<file path="config.mk">
export PLATFORM = sky130hd
export DESIGN_NAME = alu_issue_arbiter
export DESIGN_NICKNAME = d
export VERILOG_FILES = /design/src/rtl/alu_pkg.sv /design/src/rtl/alu_issue_arbiter_rr_arb2.sv /design/src/rtl/alu_issue_arbiter.sv
export SDC_FILE = /design/constraint.sdc
export NUM_CORES = 1
export LEC_CHECK = 0
export ABC_CLOCK_PERIOD_IN_PS = 2400
export CAP_MARGIN = 20
export CORE_AREA = 2 2 147 149
export DETAILED_ROUTE_END_ITERATION = 16
export DIE_AREA = 0 0 149 151
export PLACE_DENSITY = 0.73
export SLEW_MARGIN = 0
export SYNTH_ARGS = -nofsm -noshare
export SYNTH_HDL_FRONTEND = slang
export SYNTH_HIERARCHICAL = 1
export SYNTH_SLANG_ARGS = --single-unit
</file>
<file path="constraint.sdc">
create_clock -name clk -period 2.4 [get_ports clk]
set_input_delay 0.24 -clock clk [delete_from_list [all_inputs] [get_ports clk]]
set_output_delay 0.24 -clock clk [all_outputs]
set_load 0.005 [all_outputs]
</file>
<file path="src/rtl/alu_pkg.sv">
// alu_pkg: shared types and constants for the execute-stage ALU issue path.
//   XLEN / INSTR_W     operand width and one-hot instruction vector width
//   ALU_*              one-hot instruction codes (bits 10 and 11 are unassigned)
//   ALU_LEGAL_MASK     set of bit positions that form a legal single-hot code
//   req_id_e           requester identifier
//   iss_t / res_t      contents of the issue and result registers
package alu_pkg;

  localparam int XLEN    = 32;
  localparam int INSTR_W = 37;

  localparam logic [INSTR_W-1:0] ALU_ADD   = 37'h1;
  localparam logic [INSTR_W-1:0] ALU_SUB   = 37'h2;
  localparam logic [INSTR_W-1:0] ALU_XOR   = 37'h4;
  localparam logic [INSTR_W-1:0] ALU_OR    = 37'h8;
  localparam logic [INSTR_W-1:0] ALU_AND   = 37'h10;
  localparam logic [INSTR_W-1:0] ALU_SLL   = 37'h20;
  localparam logic [INSTR_W-1:0] ALU_SRL   = 37'h40;
  localparam logic [INSTR_W-1:0] ALU_SRA   = 37'h80;
  localparam logic [INSTR_W-1:0] ALU_SLT   = 37'h100;
  localparam logic [INSTR_W-1:0] ALU_SLTU  = 37'h200;
  localparam logic [INSTR_W-1:0] ALU_ADDI  = 37'h1000;
  localparam logic [INSTR_W-1:0] ALU_SLTI  = 37'h2000;
  localparam logic [INSTR_W-1:0] ALU_XORI  = 37'h4000;
  localparam logic [INSTR_W-1:0] ALU_ORI   = 37'h8000;
  localparam logic [INSTR_W-1:0] ALU_ANDI  = 37'h10000;
  localparam logic [INSTR_W-1:0] ALU_SLLI  = 37'h20000;
  localparam logic [INSTR_W-1:0] ALU_SLTIU = 37'h40000;

  localparam logic [INSTR_W-1:0] ALU_LEGAL_MASK = 37'h7F3FF;

  typedef enum logic {
    REQ0 = 1'b0,
    REQ1 = 1'b1
  } req_id_e;

  typedef struct packed {
    logic               valid;
    logic               id;
    logic [INSTR_W-1:0] instr;
    logic [XLEN-1:0]    v1;
    logic [XLEN-1:0]    v2;
  } iss_t;

  typedef struct packed {
    logic            valid;
    logic            id;
    logic [XLEN-1:0] data;
    logic            illegal;
  } res_t;

endpackage

</file>
<file path="src/rtl/alu_issue_arbiter_rr_arb2.sv">
// rr_arb2: two-way round-robin arbiter.
//   clk, rst   clock and synchronous active-high reset
//   req[1:0]   request vector (bit i = requester i valid)
//   advance    a grant is being consumed this cycle; updates the priority
//   gnt[1:0]   one-hot grant, zero when nothing requests
// The last winner is held in last_id_q; on contention the other requester
// wins. Reset leaves last_id at requester 1 so requester 0 wins first.
module rr_arb2
  import alu_pkg::*;
(
  input  logic       clk,
  input  logic       rst,
  input  logic [1:0] req,
  input  logic       advance,
  output logic [1:0] gnt
);

  req_id_e last_id_q;
  req_id_e last_id_d;

  always_comb begin
    gnt = 2'b00;
    unique case (req)
      2'b01:   gnt = 2'b01;
      2'b10:   gnt = 2'b10;
      2'b11:   gnt = (last_id_q == REQ1) ? 2'b01 : 2'b10;
      default: gnt = 2'b00;
    endcase
  end

  always_comb begin
    last_id_d = last_id_q;
    if (advance && (gnt != 2'b00)) begin
      last_id_d = gnt[1] ? REQ1 : REQ0;
    end
  end

  always_ff @(posedge clk) begin
    if (rst) begin
      last_id_q <= REQ1;
    end else begin
      last_id_q <= last_id_d;
    end
  end

endmodule

</file>
<file path="src/rtl/alu_issue_arbiter.sv">
// alu_issue_arbiter: arbitrates two requesters onto the shared integer ALU.
//   req{0,1}_valid/ready/instr/v1/v2   requester handshakes and payloads
//   alu_instr/alu_v1/alu_v2            issue-register contents driving the ALU
//   alu_result                         combinational ALU output
//   resp_valid/ready/id/data/illegal   result-register response handshake
// Two registered stages: issue (feeds the ALU) and result (captures the ALU
// output). Each stage advances whenever its downstream stage is free, so a
// full pipe with resp_ready=1 moves one op per cycle.
module alu_issue_arbiter
  import alu_pkg::*;
(
  input  logic               clk,
  input  logic               rst,
  input  logic               req0_valid,
  output logic               req0_ready,
  input  logic [INSTR_W-1:0] req0_instr,
  input  logic [XLEN-1:0]    req0_v1,
  input  logic [XLEN-1:0]    req0_v2,
  input  logic               req1_valid,
  output logic               req1_ready,
  input  logic [INSTR_W-1:0] req1_instr,
  input  logic [XLEN-1:0]    req1_v1,
  input  logic [XLEN-1:0]    req1_v2,
  output logic [INSTR_W-1:0] alu_instr,
  output logic [XLEN-1:0]    alu_v1,
  output logic [XLEN-1:0]    alu_v2,
  input  logic [XLEN-1:0]    alu_result,
  output logic               resp_valid,
  input  logic               resp_ready,
  output logic               resp_id,
  output logic [XLEN-1:0]    resp_data,
  output logic               resp_illegal
);

  // Legal means exactly one bit set, and that bit inside the legal mask.
  function automatic logic is_legal(input logic [INSTR_W-1:0] code);
    return (code != '0) &&
           ((code & (code - INSTR_W'(1))) == '0) &&
           ((code & ~ALU_LEGAL_MASK) == '0);
  endfunction

  iss_t iss_q, iss_d;
  res_t res_q, res_d;

  logic       res_free;
  logic       iss_free;
  logic       accept;
  logic       capture;
  logic [1:0] gnt;

  assign res_free = !res_q.valid || resp_ready;
  assign iss_free = !iss_q.valid || res_free;
  assign capture  = iss_q.valid && res_free;
  assign accept   = iss_free && (gnt != 2'b00);

  rr_arb2 u_arb (
    .clk     (clk),
    .rst     (rst),
    .req     ({req1_valid, req0_valid}),
    .advance (iss_free),
    .gnt     (gnt)
  );

  assign req0_ready = iss_free && gnt[0];
  assign req1_ready = iss_free && gnt[1];

  // Issue stage: a new accept overwrites a departing op in the same cycle.
  always_comb begin
    iss_d = iss_q;
    if (accept) begin
      iss_d.valid = 1'b1;
      iss_d.id    = gnt[1];
      iss_d.instr = gnt[1] ? req1_instr : req0_instr;
      iss_d.v1    = gnt[1] ? req1_v1    : req0_v1;
      iss_d.v2    = gnt[1] ? req1_v2    : req0_v2;
    end else if (capture) begin
      iss_d.valid = 1'b0;
    end
  end

  // Result stage: a capture overwrites a result being handed off this cycle.
  always_comb begin
    res_d = res_q;
    if (capture) begin
      res_d.valid   = 1'b1;
      res_d.id      = iss_q.id;
      res_d.data    = alu_result;
      res_d.illegal = !is_legal(iss_q.instr);
    end else if (res_q.valid && resp_ready) begin
      res_d.valid = 1'b0;
    end
  end

  // Data fields are cleared too so the ALU and response ports read zero after reset.
  always_ff @(posedge clk) begin
    if (rst) begin
      iss_q <= '0;
      res_q <= '0;
    end else begin
      iss_q <= iss_d;
      res_q <= res_d;
    end
  end

  assign alu_instr    = iss_q.instr;
  assign alu_v1       = iss_q.v1;
  assign alu_v2       = iss_q.v2;
  assign resp_valid   = res_q.valid;
  assign resp_id      = res_q.id;
  assign resp_data    = res_q.data;
  assign resp_illegal = res_q.illegal;

endmodule

</file>
# [Word level (Yosys, flattened, before mapping)]
# Cells that the tools add are included.
[totals] register_bits=139 input_bits=239 output_inout_bits=138
[op_classes] n_bitwise=1 n_eq_ne=3 reduce_logical=18 n_addsub=1 muxes=10
[ops] cell="37-bit zero test" n=2
[ops] cell="32-bit 2-to-1 mux" n=2
[ops] cell="37-bit bitwise AND" n=1
[ops] cell="37-bit 2-to-1 mux" n=1
[ops] cell="37-bit nonzero test" n=1
[ops] cell="37-bit by 1-bit subtractor with 37-bit output, second input constant" n=1
[ops] cell="1-bit logical AND" n=7
[ops] cell="2-bit case mux with 3 select lines" n=1
[ops] cell="2-bit nonzero test" n=3
[ops] cell="1-bit 2-to-1 mux" n=5
[ops] cell="2-bit equality test, second input constant" n=2
[ops] cell="1-bit zero test" n=3
[ops] cell="2-bit by 1-bit equality test with 1-bit output, second input constant" n=1
[ops] cell="1-bit logical OR" n=2
[ops] cell="2-bit 2-to-1 mux" n=1

# [Longest topological paths before layout]
[depth] word_depth=6 mapped_depth=8 depth_no_buf=6

# [Hierarchy]
# Netlist, hierarchy kept.
[by_module_without_submodules] module="alu_issue_arbiter" area_per_inst_um2=6692.7 n_inst=1 cells_each=765
[by_module_without_submodules] module="rr_arb2" area_per_inst_um2=61.3 n_inst=1 cells_each=7

# [Worst setup path after synthesis]
# Ideal clock, no wire load.
[synth_timing] path_kind="register -> register" from="register iss_q, in the netlist alu_instr[0]" to="register res_q, in the netlist resp_illegal" setup_slack_ps=637 t_arrival_ps=1629 setup_ps=134 n_path_buf=0 path_stages_with_launch=7 required_time_ps=2266 period_less_slack_ps=1763 path_cell_list="dfxtp_1 > nor3_4 > nand3_2 > or3_1 > a211o_1 > a211oi_2 > a211oi_1"
[synth_via] elab_chain_len=6
[synth_lines] item="from (decl)" line="alu_issue_arbiter.sv:42" rtl="iss_t iss_q, iss_d;"
[synth_lines] item="from (signal assigned)" line="alu_issue_arbiter.sv:100" rtl="iss_q <= iss_d;"
[synth_lines] item="37-bit by 1-bit subtractor with 37-bit output" line="alu_issue_arbiter.sv:38" rtl="((code & (code - INSTR_W'(1))) == '0) &&"
[synth_lines] item="37-bit bitwise AND" line="alu_issue_arbiter.sv:38"
[synth_lines] item="37-bit zero test" line="alu_issue_arbiter.sv:38"
[synth_lines] item="1-bit logical AND (*)" line="alu_issue_arbiter.sv:37" rtl="return (code != '0) &&"
[synth_lines] item="1-bit logical AND (*)" line="alu_issue_arbiter.sv:38"
[synth_lines] item="1-bit zero test (*)" line="alu_issue_arbiter.sv:88" rtl="res_d.illegal = !is_legal(iss_q.instr);"
[synth_lines] item="to (signal assigned)" line="alu_issue_arbiter.sv:101" rtl="res_q <= res_d;"
[synth_lines] item="to (decl)" line="alu_issue_arbiter.sv:43" rtl="res_t res_q, res_d;"
# Every way passes the cells marked *; elsewhere a longest branch is shown, timed or not.
# A chain may end at the register's enable or synchronous reset.

# [Worst setup path after layout]
[layout_timing] from="register res_q, in the netlist resp_valid" to="output port req0_ready"
[layout_via] elab_chain_len=4
[layout_lines] item="1-bit zero test" line="alu_issue_arbiter.sv:51" rtl="assign res_free = !res_q.valid || resp_ready;"
[layout_lines] item="1-bit logical OR" line="alu_issue_arbiter.sv:51"
[layout_lines] item="1-bit logical OR" line="alu_issue_arbiter.sv:52" rtl="assign iss_free = !iss_q.valid || res_free;"
[layout_lines] item="named net iss_free" line="alu_issue_arbiter.sv:46" rtl="logic iss_free;"
[layout_lines] item="1-bit logical AND" line="alu_issue_arbiter.sv:64" rtl="assign req0_ready = iss_free && gnt[0];"
[layout_lines] item="to (decl)" line="alu_issue_arbiter.sv:15" rtl="output logic req0_ready,"
# The timed path passes the listed nets, and every way through them passes these cells.

==> implementation parameters <==
Parameter                              Value

Timing
  Fmax    459 MHz
  RSZ-0062 raised after global routing    false
  Post-Route Setup TNS    0 ns
  Worst slew margin    65.0%
  Max-slew violation total from the final report    0
  # setup viols final    0
  Final worst path period need    2.18 ns
  Worst setup skew after layout    0.00725 ns
  Fraction of the cycle the final worst path needs    90.7%
  Slew at the pin with the worst max-slew slack    0.521 ns
  Minimum hold slack    0.336 ns
  Hold violation count in the final report    0

Place
  Number of cells after detailed placement    1,278
  Routability congestion estimate from global placement    0.775
  Half-perimeter wire length after placement    15,900 um
  IO buf count    376

Status
  Result of the run    finished, final reports clean

Floorplanning
  Die X    149 um
  Standard cell core area    20,800 sq um
  DIE HEIGHT    151 um
  Initial cell density of the core    32.4%
  Row Count    53
  Top-Level Pins    377
  Die area    22,500 sq um

Drt
  DR pass1 iterations    4
  Post-route ant nets    0
  Total length of routed met2 wires    10,500 um
  Sum of routed wire length over all layers    21,100 um
  Met3 wire len    1690 um
  Detailed-route wire length on metal 1    8480 um
  Vias per Instance    4.64
  Iter 0 DRT Violations    207
  Uppermost metal layer occupied by signal nets    met4
  Number of design rule violations left after detail routing    0
  Wire per inst    16.1 um
  Total via count after detailed routing    6,081

Cells and area
  Layout-stage area growth over the synthesis result    58.6%
  Final standard cell utilization of the core    51.5%
  Count of inserted antenna diode cells    0
  Final std cells w/o fill    1,310
  Fraction of final layout cells sized beyond drive strength 1    5.31%
  # nets final    1,261

Power
  Static leakage    4.07 nW
  Power density cells    671 nW/um^2
  Worst ir drop on vdd    0.434 mV
  Total Power Consumption    7.19 mW

Clocking
  Clock slew at reported path FFs    0.06 ns
  Clk sink count    139
  Maximum root-to-sink buffer count    2
  Insertion delay of the later-clocked pin in the worst-skew pair    0.42 ns
  TritonCTS clock tree    done
  Clock buffer count from CTS    17
  Root buffer cell    clkbuf_16
  Postcts setup bufs    0
  Post-CTS Hold Buffers    0
  H-tree Lvls    4
  Total of cells resized after clock tree synthesis    0

Critical path
  Startpoint of the lowest-slack register-to-register path    alu_instr[0]
  Type of origin of the critical path    flip-flop
  CP Data Required Time    2.16 ns
  WS Path Type    reg -> out
  Peak fanout along the critical path    5
  Reg-to-Reg End    resp_illegal
  Worst Setup SP    resp_valid
  Worst Setup End Kind    output port
  Worst Path Arrival    1.94 ns
  Reg2reg setup slack    0.44 ns
  Length in cells of the worst reg-to-reg path    6
  Setup crit end    req0_ready

Logic synthesis
  Synth unique cells    34
  Cell taking the most area after synthesis    dfxtp_1
  Number of synthesized register bits    139
  Cell with the most instances after synthesis    dfxtp_1
  Count of yosys warnings during synthesis    6
  Top post-synthesis cells by count    dfxtp_1 (139), nor2_1 (114), a211oi_1 (103), buf_4 (101), mux2i_1 (101)
  Avg Synthesized Cell Area    8.75 sq um
  Area fraction of the dominant cell type after synthesis    41.2%
  Synthesized netlist cell count    772
  Number of nets in the synthesized netlist    1,011
  Top cells by area, synth    dfxtp_1 (41%), mux2i_1 (15%), a211oi_1 (11%)
  EDFF count, synth    0
  Register area share after synthesis    41.2%
  Asr flop ratio synth    0%
  Top FF cell, synth    dfxtp_1
  Netlist area before placement    6750 sq um

Flow run
  Total of max-cap violations    0

GRT
  First-pass GRT wire length    32,200 um
  Largest net degree at the start of global routing    113
  Vias in the first global route    6,006
  Remaining global-route overflow    0
  Initial antenna violation count    0
  Total GRT Usage    18.4%

Hold path
  Class of the most critical hold timing path    in -> reg
worst min path at each step:
stage | cells after the start | to | slack, ns | from
after floorplan | 1 | u_arb/last_id_q | 0.35 | rst
after global placement | 2 | resp_data[31] | 0.44 | resp_data[31]
after detailed placement | 2 | resp_data[18] | 0.45 | resp_data[18]
after CTS | 3 | resp_data[5] | 0.32 | rst
after global routing | 3 | resp_valid | 0.35 | rst
final | 3 | resp_data[5] | 0.34 | rst
sequential cells by signal, summed over array words and instances, names as in the netlist:
register	count
iss_q	2
resp_illegal	1
alu_v1	32
resp_valid	1
resp_data	32
alu_instr	37
resp_id	1
alu_v2	32
u_arb/last_id_q	1
layout make-up:
type	instances	area, sq um
sequential	139	2780
clock inverter	14	205
inverter	5	18.8
clock buffer	18	439
multi-input combinational	470	2990
fill	1956	10100
tap	275	344
timing repair buffer	389	3930
metal layers:
metal / vias to the layer above / track usage, %
met5: - / 0
met4: 0 / 6.57
met3: 31 / 6.48
met2: 229 / 32.0
met1: 2721 / 20.8
li1: 3100 / -
logic make-up after synthesis:
| family | after synthesis | synth area share, % |
|---|---|---|
| buffers and inverters | 163 | 14.8 |
| muxes | 101 | 15.0 |
| AOI/OAI and AO/OA | 155 | 16.0 |
| and+or+nand+nor | 212 | 12.7 |
| adders and majority gates | 2 | 0.296 |
| DFF | 139 | 41.2 |
stage by stage:
step	worst slack (ns)	cell area, sq um
floorplan	0.637	6750
global placement	0.299	10100
detailed placement	0.271	10100
CTS	0.196	10700
global route	0.0580	10700
finish	0.223	10700
layout by cell type, fill, tap and decap left out, drive strengths merged:
master,n
clkdlybuf4s50,375
bufinv,4
nor4,6
a21boi,2
o2111ai,2
clkbuf,18
nor3,5
and3,1
o21bai,2
nand2b,1
nor2,114
maj3,2
a22oi,1
a21oi,38
nand2,77
and2,1
a211o,3
dfxtp,139
nor2b,2
or3,1
a211oi,104
clkinv,4
nand4,1
inv,10
o21ai,2
buf,14
clkinvlp,1
nand3,3
a31oi,1
mux2i,101
critical path: stages (launching register included):
cell             delay [ns]
dfxtp_1                0.32
nor2b_1                0.28
nand2_1                0.17
nand2_1                0.20
inv_1                  0.10
clkdlybuf4s50_1        0.45
where the power goes:
group          switching (mW)  internal, mW  leakage (nW)
combinational           0.645         0.986          2.60
sequential              0.152          2.53          1.15
clock                    1.08          1.79         0.314
total                    1.88          5.31          4.07
No activity file was read; power rests on OpenSTA's default activity.
